**src/rtl/font_text_blitter.sv**
```systemverilog
`default_nettype none
// ============================================================================
// Module      : font_text_blitter
// Description : Draws a string of 8-pixel-wide glyphs into the frame buffer
//               as 4-bit palette indices. Fetches character codes from the
//               requester's string buffer and glyph rows from the font ROM,
//               then issues one back-pressured frame-buffer write per pixel.
//               Off-screen pixels and transparent background pixels are
//               skipped in a single cycle.
// Revision    : 1.0 - initial release
// ============================================================================
module font_text_blitter #(
    parameter int SCREEN_W = 320,
    parameter int SCREEN_H = 240,
    parameter int FB_AW    = 17,
    parameter int GLYPH_W  = 8,
    parameter int GLYPH_H  = 16
) (
    input  logic             clk_i,
    input  logic             rst_i,
    input  logic             start_i,
    input  logic [9:0]       x0_i,
    input  logic [8:0]       y0_i,
    input  logic [4:0]       len_i,
    input  logic [3:0]       fg_index_i,
    input  logic [3:0]       bg_index_i,
    input  logic             transparent_i,
    output logic             ready_o,
    output logic             done_o,
    output logic [3:0]       char_addr_o,
    input  logic [7:0]       char_data_i,
    output logic [10:0]      font_addr_o,
    input  logic [7:0]       font_data_i,
    output logic             fb_we_o,
    output logic [FB_AW-1:0] fb_addr_o,
    output logic [3:0]       fb_wdata_o,
    input  logic             fb_ready_i
);

    localparam logic [10:0] SCREEN_W_C = 11'(SCREEN_W);
    localparam logic [10:0] SCREEN_H_C = 11'(SCREEN_H);
    localparam logic [2:0]  LAST_COL   = 3'(GLYPH_W - 1);
    localparam logic [3:0]  LAST_ROW   = 4'(GLYPH_H - 1);

    typedef enum logic [2:0] {
        S_IDLE       = 3'd0,
        S_FETCH_CHAR = 3'd1,
        S_WAIT_CHAR  = 3'd2,
        S_FETCH_ROW  = 3'd3,
        S_WAIT_ROW   = 3'd4,
        S_DRAW       = 3'd5,
        S_DONE       = 3'd6
    } state_t;

    state_t             state_q;
    logic [9:0]         x0_q;
    logic [8:0]         y0_q;
    logic [4:0]         len_q;
    logic [3:0]         fg_q;
    logic [3:0]         bg_q;
    logic               tr_q;
    logic [4:0]         c_q;        // wide enough that len up to 31 never wraps
    logic [3:0]         r_q;
    logic [2:0]         k_q;
    logic [6:0]         code_q;
    logic [7:0]         bits_q;

    logic               ready_q;
    logic               done_q;
    logic [3:0]         char_addr_q;
    logic [10:0]        font_addr_q;
    logic               fb_we_q;
    logic [FB_AW-1:0]   fb_addr_q;
    logic [3:0]         fb_wdata_q;

    // Evaluation of the pixel that will be presented next cycle
    logic [2:0]         eval_k_d;
    logic [7:0]         eval_bits_d;
    logic [10:0]        px_d;
    logic [10:0]        py_d;
    logic [21:0]        lin_d;
    logic               pix_bit_d;
    logic               pix_we_d;
    logic [FB_AW-1:0]   pix_addr_d;
    logic [3:0]         pix_data_d;

    // Bit 7 of the character code selects nothing in a 128-glyph font
    logic               unused_code_msb;
    assign unused_code_msb = char_data_i[7];

    // Next pixel's position, visibility and write value; on row entry the
    // glyph row comes straight from the ROM, otherwise from the held row
    always_comb begin
        eval_k_d    = (state_q == S_WAIT_ROW) ? 3'd0 : k_q + 3'd1;
        eval_bits_d = (state_q == S_WAIT_ROW) ? font_data_i : bits_q;
        px_d        = 11'(x0_q) + 11'({c_q, 3'b000}) + 11'(eval_k_d);
        py_d        = 11'(y0_q) + 11'(r_q);
        lin_d       = 22'(py_d) * 22'(SCREEN_W) + 22'(px_d);
        pix_bit_d   = eval_bits_d[3'd7 - eval_k_d];
        pix_we_d    = (px_d < SCREEN_W_C) && (py_d < SCREEN_H_C) &&
                      !(tr_q && !pix_bit_d);
        pix_addr_d  = FB_AW'(lin_d);
        pix_data_d  = pix_bit_d ? fg_q : bg_q;
    end

    // Request sequencer with registered outputs
    always_ff @(posedge clk_i) begin
        if (rst_i) begin
            state_q     <= S_IDLE;
            x0_q        <= '0;
            y0_q        <= '0;
            len_q       <= '0;
            fg_q        <= '0;
            bg_q        <= '0;
            tr_q        <= 1'b0;
            c_q         <= '0;
            r_q         <= '0;
            k_q         <= '0;
            code_q      <= '0;
            bits_q      <= '0;
            ready_q     <= 1'b1;
            done_q      <= 1'b0;
            char_addr_q <= '0;
            font_addr_q <= '0;
            fb_we_q     <= 1'b0;
            fb_addr_q   <= '0;
            fb_wdata_q  <= '0;
        end else begin
            case (state_q)
                S_IDLE: begin
                    if (start_i) begin
                        x0_q    <= x0_i;
                        y0_q    <= y0_i;
                        len_q   <= len_i;
                        fg_q    <= fg_index_i;
                        bg_q    <= bg_index_i;
                        tr_q    <= transparent_i;
                        ready_q <= 1'b0;
                        if (len_i != 5'd0) begin
                            c_q         <= '0;
                            char_addr_q <= '0;
                            state_q     <= S_FETCH_CHAR;
                        end else begin
                            done_q  <= 1'b1;
                            state_q <= S_DONE;
                        end
                    end
                end
                S_FETCH_CHAR: begin
                    state_q <= S_WAIT_CHAR;
                end
                S_WAIT_CHAR: begin
                    code_q      <= char_data_i[6:0];
                    r_q         <= '0;
                    font_addr_q <= {char_data_i[6:0], 4'd0};
                    state_q     <= S_FETCH_ROW;
                end
                S_FETCH_ROW: begin
                    state_q <= S_WAIT_ROW;
                end
                S_WAIT_ROW: begin
                    bits_q  <= font_data_i;
                    k_q     <= '0;
                    fb_we_q <= pix_we_d;
                    if (pix_we_d) begin
                        fb_addr_q  <= pix_addr_d;
                        fb_wdata_q <= pix_data_d;
                    end
                    state_q <= S_DRAW;
                end
                S_DRAW: begin
                    // A pending write holds everything until accepted
                    if (!fb_we_q || fb_ready_i) begin
                        if (k_q != LAST_COL) begin
                            k_q     <= k_q + 3'd1;
                            fb_we_q <= pix_we_d;
                            if (pix_we_d) begin
                                fb_addr_q  <= pix_addr_d;
                                fb_wdata_q <= pix_data_d;
                            end
                        end else begin
                            fb_we_q <= 1'b0;
                            if (r_q != LAST_ROW) begin
                                r_q         <= r_q + 4'd1;
                                font_addr_q <= {code_q, r_q + 4'd1};
                                state_q     <= S_FETCH_ROW;
                            end else if (c_q != len_q - 5'd1) begin
                                c_q         <= c_q + 5'd1;
                                char_addr_q <= 4'(c_q + 5'd1);
                                state_q     <= S_FETCH_CHAR;
                            end else begin
                                done_q  <= 1'b1;
                                state_q <= S_DONE;
                            end
                        end
                    end
                end
                S_DONE: begin
                    done_q  <= 1'b0;
                    ready_q <= 1'b1;
                    state_q <= S_IDLE;
                end
                default: begin
                    fb_we_q <= 1'b0;
                    done_q  <= 1'b0;
                    ready_q <= 1'b1;
                    state_q <= S_IDLE;
                end
            endcase
        end
    end

    assign ready_o     = ready_q;
    assign done_o      = done_q;
    assign char_addr_o = char_addr_q;
    assign font_addr_o = font_addr_q;
    assign fb_we_o     = fb_we_q;
    assign fb_addr_o   = fb_addr_q;
    assign fb_wdata_o  = fb_wdata_q;

endmodule
`default_nettype wire

```
**config.mk**
```make
export PLATFORM = sky130hd
export DESIGN_NAME = font_text_blitter
export DESIGN_NICKNAME = d
export VERILOG_FILES = /design/src/rtl/font_text_blitter.sv
export SDC_FILE = /design/constraint.sdc
export NUM_CORES = 1
export LEC_CHECK = 0
export CAP_MARGIN = 20
export CORE_MARGIN = 4
export CORE_UTILIZATION = 55
export DETAILED_ROUTE_END_ITERATION = 12
export DONT_BUFFER_PORTS = 1
export HOLD_SLACK_MARGIN = 0.08
export PLACE_DENSITY = 0.76
export SLEW_MARGIN = 20
export SYNTH_ARGS = -nofsm -noshare
export SYNTH_HDL_FRONTEND = slang
export SYNTH_SLANG_ARGS = --single-unit
```
**constraint.sdc**
```tcl
create_clock -name clk_i -period 4.5 [get_ports clk_i]
set_input_delay 0.9 -clock clk_i [delete_from_list [all_inputs] [get_ports clk_i]]
set_output_delay 0.9 -clock clk_i [all_outputs]
set_load 0.005 [all_outputs]
```
## Word level (Yosys, flattened, before mapping)

Cells that the tools add are included.

- Flip-flop bits (word level): 102
- Word-level logic and storage cells: 134
- Input port bits: 53
- Output and inout bits: 39

- Bitwise operators: 3
- Multiplexer cells: 57
- Equality and inequality tests: 19
- Reduce and logical (&&, ||, !) cells: 23
- $lt $le $gt $ge: 3
- Multipliers: 1
- $add $sub $neg: 9

Operators by type and width:

| kind | number |
|---|---|
| 4-bit two-way mux | 13 |
| 17-bit two-way mux | 3 |
| 17-bit case mux with 2 select lines | 1 |
| 11-bit two-way mux | 3 |
| 5-bit two-way mux | 6 |
| 3-bit two-way mux | 9 |
| 4-bit case mux with 2 select lines | 3 |
| 11-bit case mux with 2 select lines | 1 |
| 2-bit != test, second input constant | 10 |
| 3-bit case mux with 6 select lines | 1 |
| 17-bit by 11-bit adder with 17-bit output | 1 |
| 7-bit AND reduction | 2 |
| 10-bit by 8-bit adder with 11-bit output | 1 |
| 11-bit by 3-bit adder with 11-bit output | 1 |
| 11-bit by 9-bit < comparator with 1-bit output, second input constant | 1 |
| 10-bit by 3-bit multiplier with 11-bit output, second input constant | 1 |
| 9-bit by 4-bit adder with 10-bit output | 1 |
| 10-bit by 8-bit < comparator with 1-bit output, second input constant | 1 |
| 1-bit two-way mux | 10 |
| 5-bit case mux with 2 select lines | 1 |
| 5-bit OR reduction | 2 |
| 3-bit == test, second input constant | 3 |
| 8-bit two-way mux | 1 |
| 3-bit by 2-bit == test with 1-bit output, second input constant | 2 |
| 25 further kinds | 37 |

## Longest topological paths before layout

- Depth after elaboration: 13
- Depth in mapped cells: 19
- Depth with buffers taken out: 18

## Worst setup path before layout

Ideal clock, no wire load.

- Kind: reg-to-reg
- Start: register state_q[1]
- End: register fb_addr_q[16], in the netlist fb_addr_o[16]
- Path buffers: 2
- Data arrival time: 4200 ps
- Setup slack: 220 ps
- Period minus slack after synthesis: 4280 ps
- Setup time: 80 ps
- Stages on the path, launching flop included: 20
- Required time: 4420 ps
- Path through: dfxtp_1 clkbuf_1 nor3_1 clkbuf_1 nor2_1 ha_1 fa_1 a211o_1 and3_1 nor3_1 inv_1 ha_1 fa_1 a21o_1 a21oi_1 nor2b_1 o2111ai_1 nor4bb_1 xnor2_1 a211oi_2

- Cells in the longest elaborated chain, start to end: 13
- Elaborated cells between the ends (all ways): 23
- Those cells by class: add/sub: 3; order compare: 1; eq/ne: 4; mux: 8; reduce/logical: 7

RTL lines:

| element | line | source |
|---|---|---|
| from (decl) | 55 | `state_t state_q;` |
| from (signal assigned) | 109 | `state_q <= S_IDLE;` |
| from (signal assigned) | 142 | `state_q <= S_FETCH_CHAR;` |
| from (signal assigned) | 145 | `state_q <= S_DONE;` |
| branches (longest 13 deep; another with 17-bit by 11-bit adder with 17-bit output) | -- |  |
| to (signal assigned) | 166 | `fb_addr_q <= pix_addr_d;` |
| to (signal assigned) | 178 | `fb_addr_q <= pix_addr_d;` |
| to (decl) | 73 | `logic [FB_AW-1:0] fb_addr_q;` |

Parallel ways; which one is timed is not known. The select of a mux whose other input is x is not followed.
A chain may end at the register's enable or synchronous reset.

## Worst setup path after layout

- Start: register k_q[0]
- End: register fb_addr_q[16], in the netlist fb_addr_o[16]

- Cells in the longest elaborated chain, start to end: 13
- Elaborated cells between the ends (all ways): 20
- Those cells by class: add/sub: 4; order compare: 1; eq/ne: 2; mux: 7; reduce/logical: 6

RTL lines:

| element | line | source |
|---|---|---|
| from (decl) | 64 | `logic [2:0] k_q;` |
| from (signal assigned) | 175 | `k_q <= k_q + 3'd1;` |
| branches (longest 13 deep; another with 17-bit by 11-bit adder with 17-bit output) | -- |  |

Parallel ways; which one is timed is not known. The select of a mux whose other input is x is not followed.

==> impl_metrics.yaml <==
global_routing:
  track_usage_pct: 21.6
  grt_overflow: 0
  grt_pass1_wl_microns: 20000
  antenna_found_initial: 0
  first_global_vias: 4196
  grt_max_degree: 93
layout:
  drive_above_1_share_pct: 8.10
  area_growth_pct: 5.08
  seqCellArea_sq_um: 1880
  layout.cells.most_common: "nand2_1"
  diodes: 0
  multiInputGateArea_sq_um: 3260
  final_area_sq_um: 5640
  layout_common_cells: "nand2_1, dfxtp_1, a21oi_1, nor2_1, ha_1"
  fillers: 860
  layout.nets: 731
routing:
  vias_per_cell: 5.74
  wl_met3_microns: 957
  ant_nets: 0
  totalWireLength_microns: 12000
  drt_iter0_drc: 224
  drc: 0
  wl_met1_microns: 4970
  wire_per_inst_microns: 15.6
  wl_met2_microns: 5900
  first_pass_iters: 4
  highest_layer: "met4"
  vias: 4422
timing:
  rsz0062_at_grt: "false"
  period_needed_ns: 4.21
  fmax_mhz: 238
  tns_ns: 0
  fin_crit_sh_pct: 93.5
  relSlewSlack_pct: 44.4
  hold_viol: 0
  clock_skew_ns: 0.0112
  tightest_slew_ns: 0.834
  setup_viol: 0
  slew_violations: 0
critical_path:
  cp.required_ns: 4.79
  critical_path.endpoint_type: "register"
  r2r-end: "fb_addr_o[16]"
  cp-start-kind: "register"
  path_class: "reg -> reg"
  cp_data_arrival_time_ns: 4.50
  r2r_setup_slack_ns: 0.29
  reg2reg_depth: 18
  critPathMaxFanout: 5
  r2r-start: "k_q[0]"
yosys:
  synth_edf_count: 0
  syn_area_per_cell_sq_um: 8.26
  synth_flop_cell: "dfxtp_1"
  yosysTopAreaCell: "dfxtp_1"
  synth_nets: 744
  synth.top_cell.area_share_pct: 35.0
  ys_ff_latch: 94
  netlist_top_cells_area: "dfxtp_1, nand2_1, ha_1, a21oi_1, xnor2_1"
  yosys_warnings: 0
  synth-async-reset-ratio_pct: 0
  syn_area_sq_um: 5370
  syn_inst: 650
  ys_seq_area_share_pct: 35.0
  synth_cell_types: 57
die:
  die-area_sq_um: 11400
  die_w_microns: 107
  coreArea_sq_um: 9370
  die_y_microns: 107
  fp-row-count: 35
  pin_count: 92
  start_util_pct: 57.3
clock_network:
  post_cts_resized: 0
  cts_tree: "done"
  numCtsBuffers: 9
  clock_sinks: 94
  htreeDepth: 3
  holdBufCountCts: 0
  cts_root_buf: "clkbuf_8"
  path_clk_slew_ns: 0.10
  insertion_delay_ns: 0.36
  cts.path.max_buffers: 2
  post_cts_buffers: 0
status:
  status: "finished clean"
power:
  switching_share_pct: 32.0
  p_leak_nw: 2.22
  power_frac_clock_pct: 29.3
  p_comb_share_pct: 20.6
  power_frac_seq_pct: 50.2
  power_switching_uw: 598
  powerDensity_nw_per_um2: 331
  irDropWorstVdd_mv: 0.236
  p_int_mw: 1.27
hold_path:
  worstHoldEndpoint: "bits_q[1]"
  hold_path_class: "reg -> reg"
  worst_hold_path.num_cells: 2
  min-delay-start: "bits_q[1]"
place:
  numPortBuffers: 0
  hpwlAfterDp_microns: 8960
  gp_congestion: 0.898
  place_area_sq_um: 5440
job:
  drv_cap: 0
-- registers in the layout (all words and copies together), names as in the netlist, 3 cells and up --
| register | cells |
|---|---|
| bits_q | 8 |
| bg_q | 4 |
| state_q | 3 |
| r_q | 3 |
| fb_addr_o | 17 |
| len_q | 5 |
| code_q | 7 |
| c_q | 5 |
| font_addr_o | 8 |
| y0_q | 9 |
| k_q | 3 |
| fg_q | 4 |
| x0_q | 10 |
| fb_wdata_o | 4 |
-- layer usage --
metal  up-vias  GRT usage (%)
li1       2233              -
met1      2070           26.3
met2       105           36.6
met3        14           6.80
met4         0           6.30
met5         -              0
-- power groups by stage --
stage	logic (mW)	registers [mW]	clock network, mW
finish	0.385	0.938	0.547
floorplan	0.323	0.942	0
detailed placement	0.383	0.958	0
global placement	0.368	0.954	0
CTS	0.384	0.939	0.560
global route	0.438	0.947	0.592
-- critical path, cell delays in order (launching register included) --
cell and delay (ns):
dfxtp_1 0.37, ha_1 0.21, ha_1 0.34, inv_1 0.08, nor2_1 0.14, ha_1 0.30
a211o_1 0.36, and3_1 0.16, nor3_1 0.32, inv_1 0.08, ha_1 0.24, fa_1 0.41
a21o_1 0.19, a21oi_2 0.17, nor2b_1 0.09, o2111ai_2 0.22, nor4bb_1 0.10, xnor2_1 0.14
a211oi_2 0.21
-- layout make-up --
class                   count  share of cell area (%)
inverters                  20                    1.33
well taps                 129                    2.86
flip-flops and latches     94                    33.3
clock inverters             6                   0.909
repair buffers             10                    1.33
clock buffers              10                    2.44
multi-input cells         502                    57.8
-- cell usage after synthesis (3+ instances only) --
master and number:
a211oi_1 6, a211oi_2 11, a21o_1 9, a21oi_1 78
a311oi_1 8, a31oi_1 3, and3_1 3, buf_4 5
buf_6 3, clkbuf_1 24, dfxtp_1 94, fa_1 4
ha_1 37, inv_1 20, mux2i_1 17, nand2_1 131
nand2b_1 5, nand3_1 7, nand4_1 3, nor2_1 53
nor2_2 3, nor2b_1 6, nor3_1 13, nor4_1 5
o211ai_1 3, o21a_1 4, o21ai_0 15, o21bai_1 4
or3_1 5, or4_1 3, xnor2_1 24, xor2_1 12
-- how the worst max path moves through the flow --
stage | to | from | slack [ns]
2_1_floorplan | fb_addr_o[16] | state_q[1] | 0.22
3_3_place_gp | fb_addr_o[16] | k_q[0] | 0.31
3_5_place_dp | fb_addr_o[16] | k_q[0] | 0.18
4_1_cts | fb_addr_o[16] | k_q[0] | 0.13
5_1_grt | fb_addr_o[16] | k_q[0] | 0.04
6_report | fb_addr_o[16] | k_q[0] | 0.29
-- cells by family (layout without fill, tap and decap cells) --
kind of cell | Yosys count | in the layout | share of synthesized area, %
simple gates | 248 | 248 | 20.6
compound gates | 157 | 157 | 19.4
flops | 94 | 94 | 35.0
buf+inv | 54 | 46 | 4.54
fa+ha+maj | 41 | 41 | 10.1
xor+xnor | 37 | 37 | 6.29
mux | 19 | 19 | 4.01
-- metrics by stage --
stage	worst slack [ns]	util [%]	std cells	hold WS, ns	total power, mW
final	0.291	60.2	771	0.453	1.87
after detailed placement	0.181	58.1	755	0.438	1.34
after global placement	0.309	58.1	755	0.435	1.32
after floorplan	0.220	-	650	0.433	1.27
after CTS	0.135	60.1	771	0.451	1.88
after global routing	0.0440	60.2	771	0.475	1.98
(Power assumes the default switching activity.)
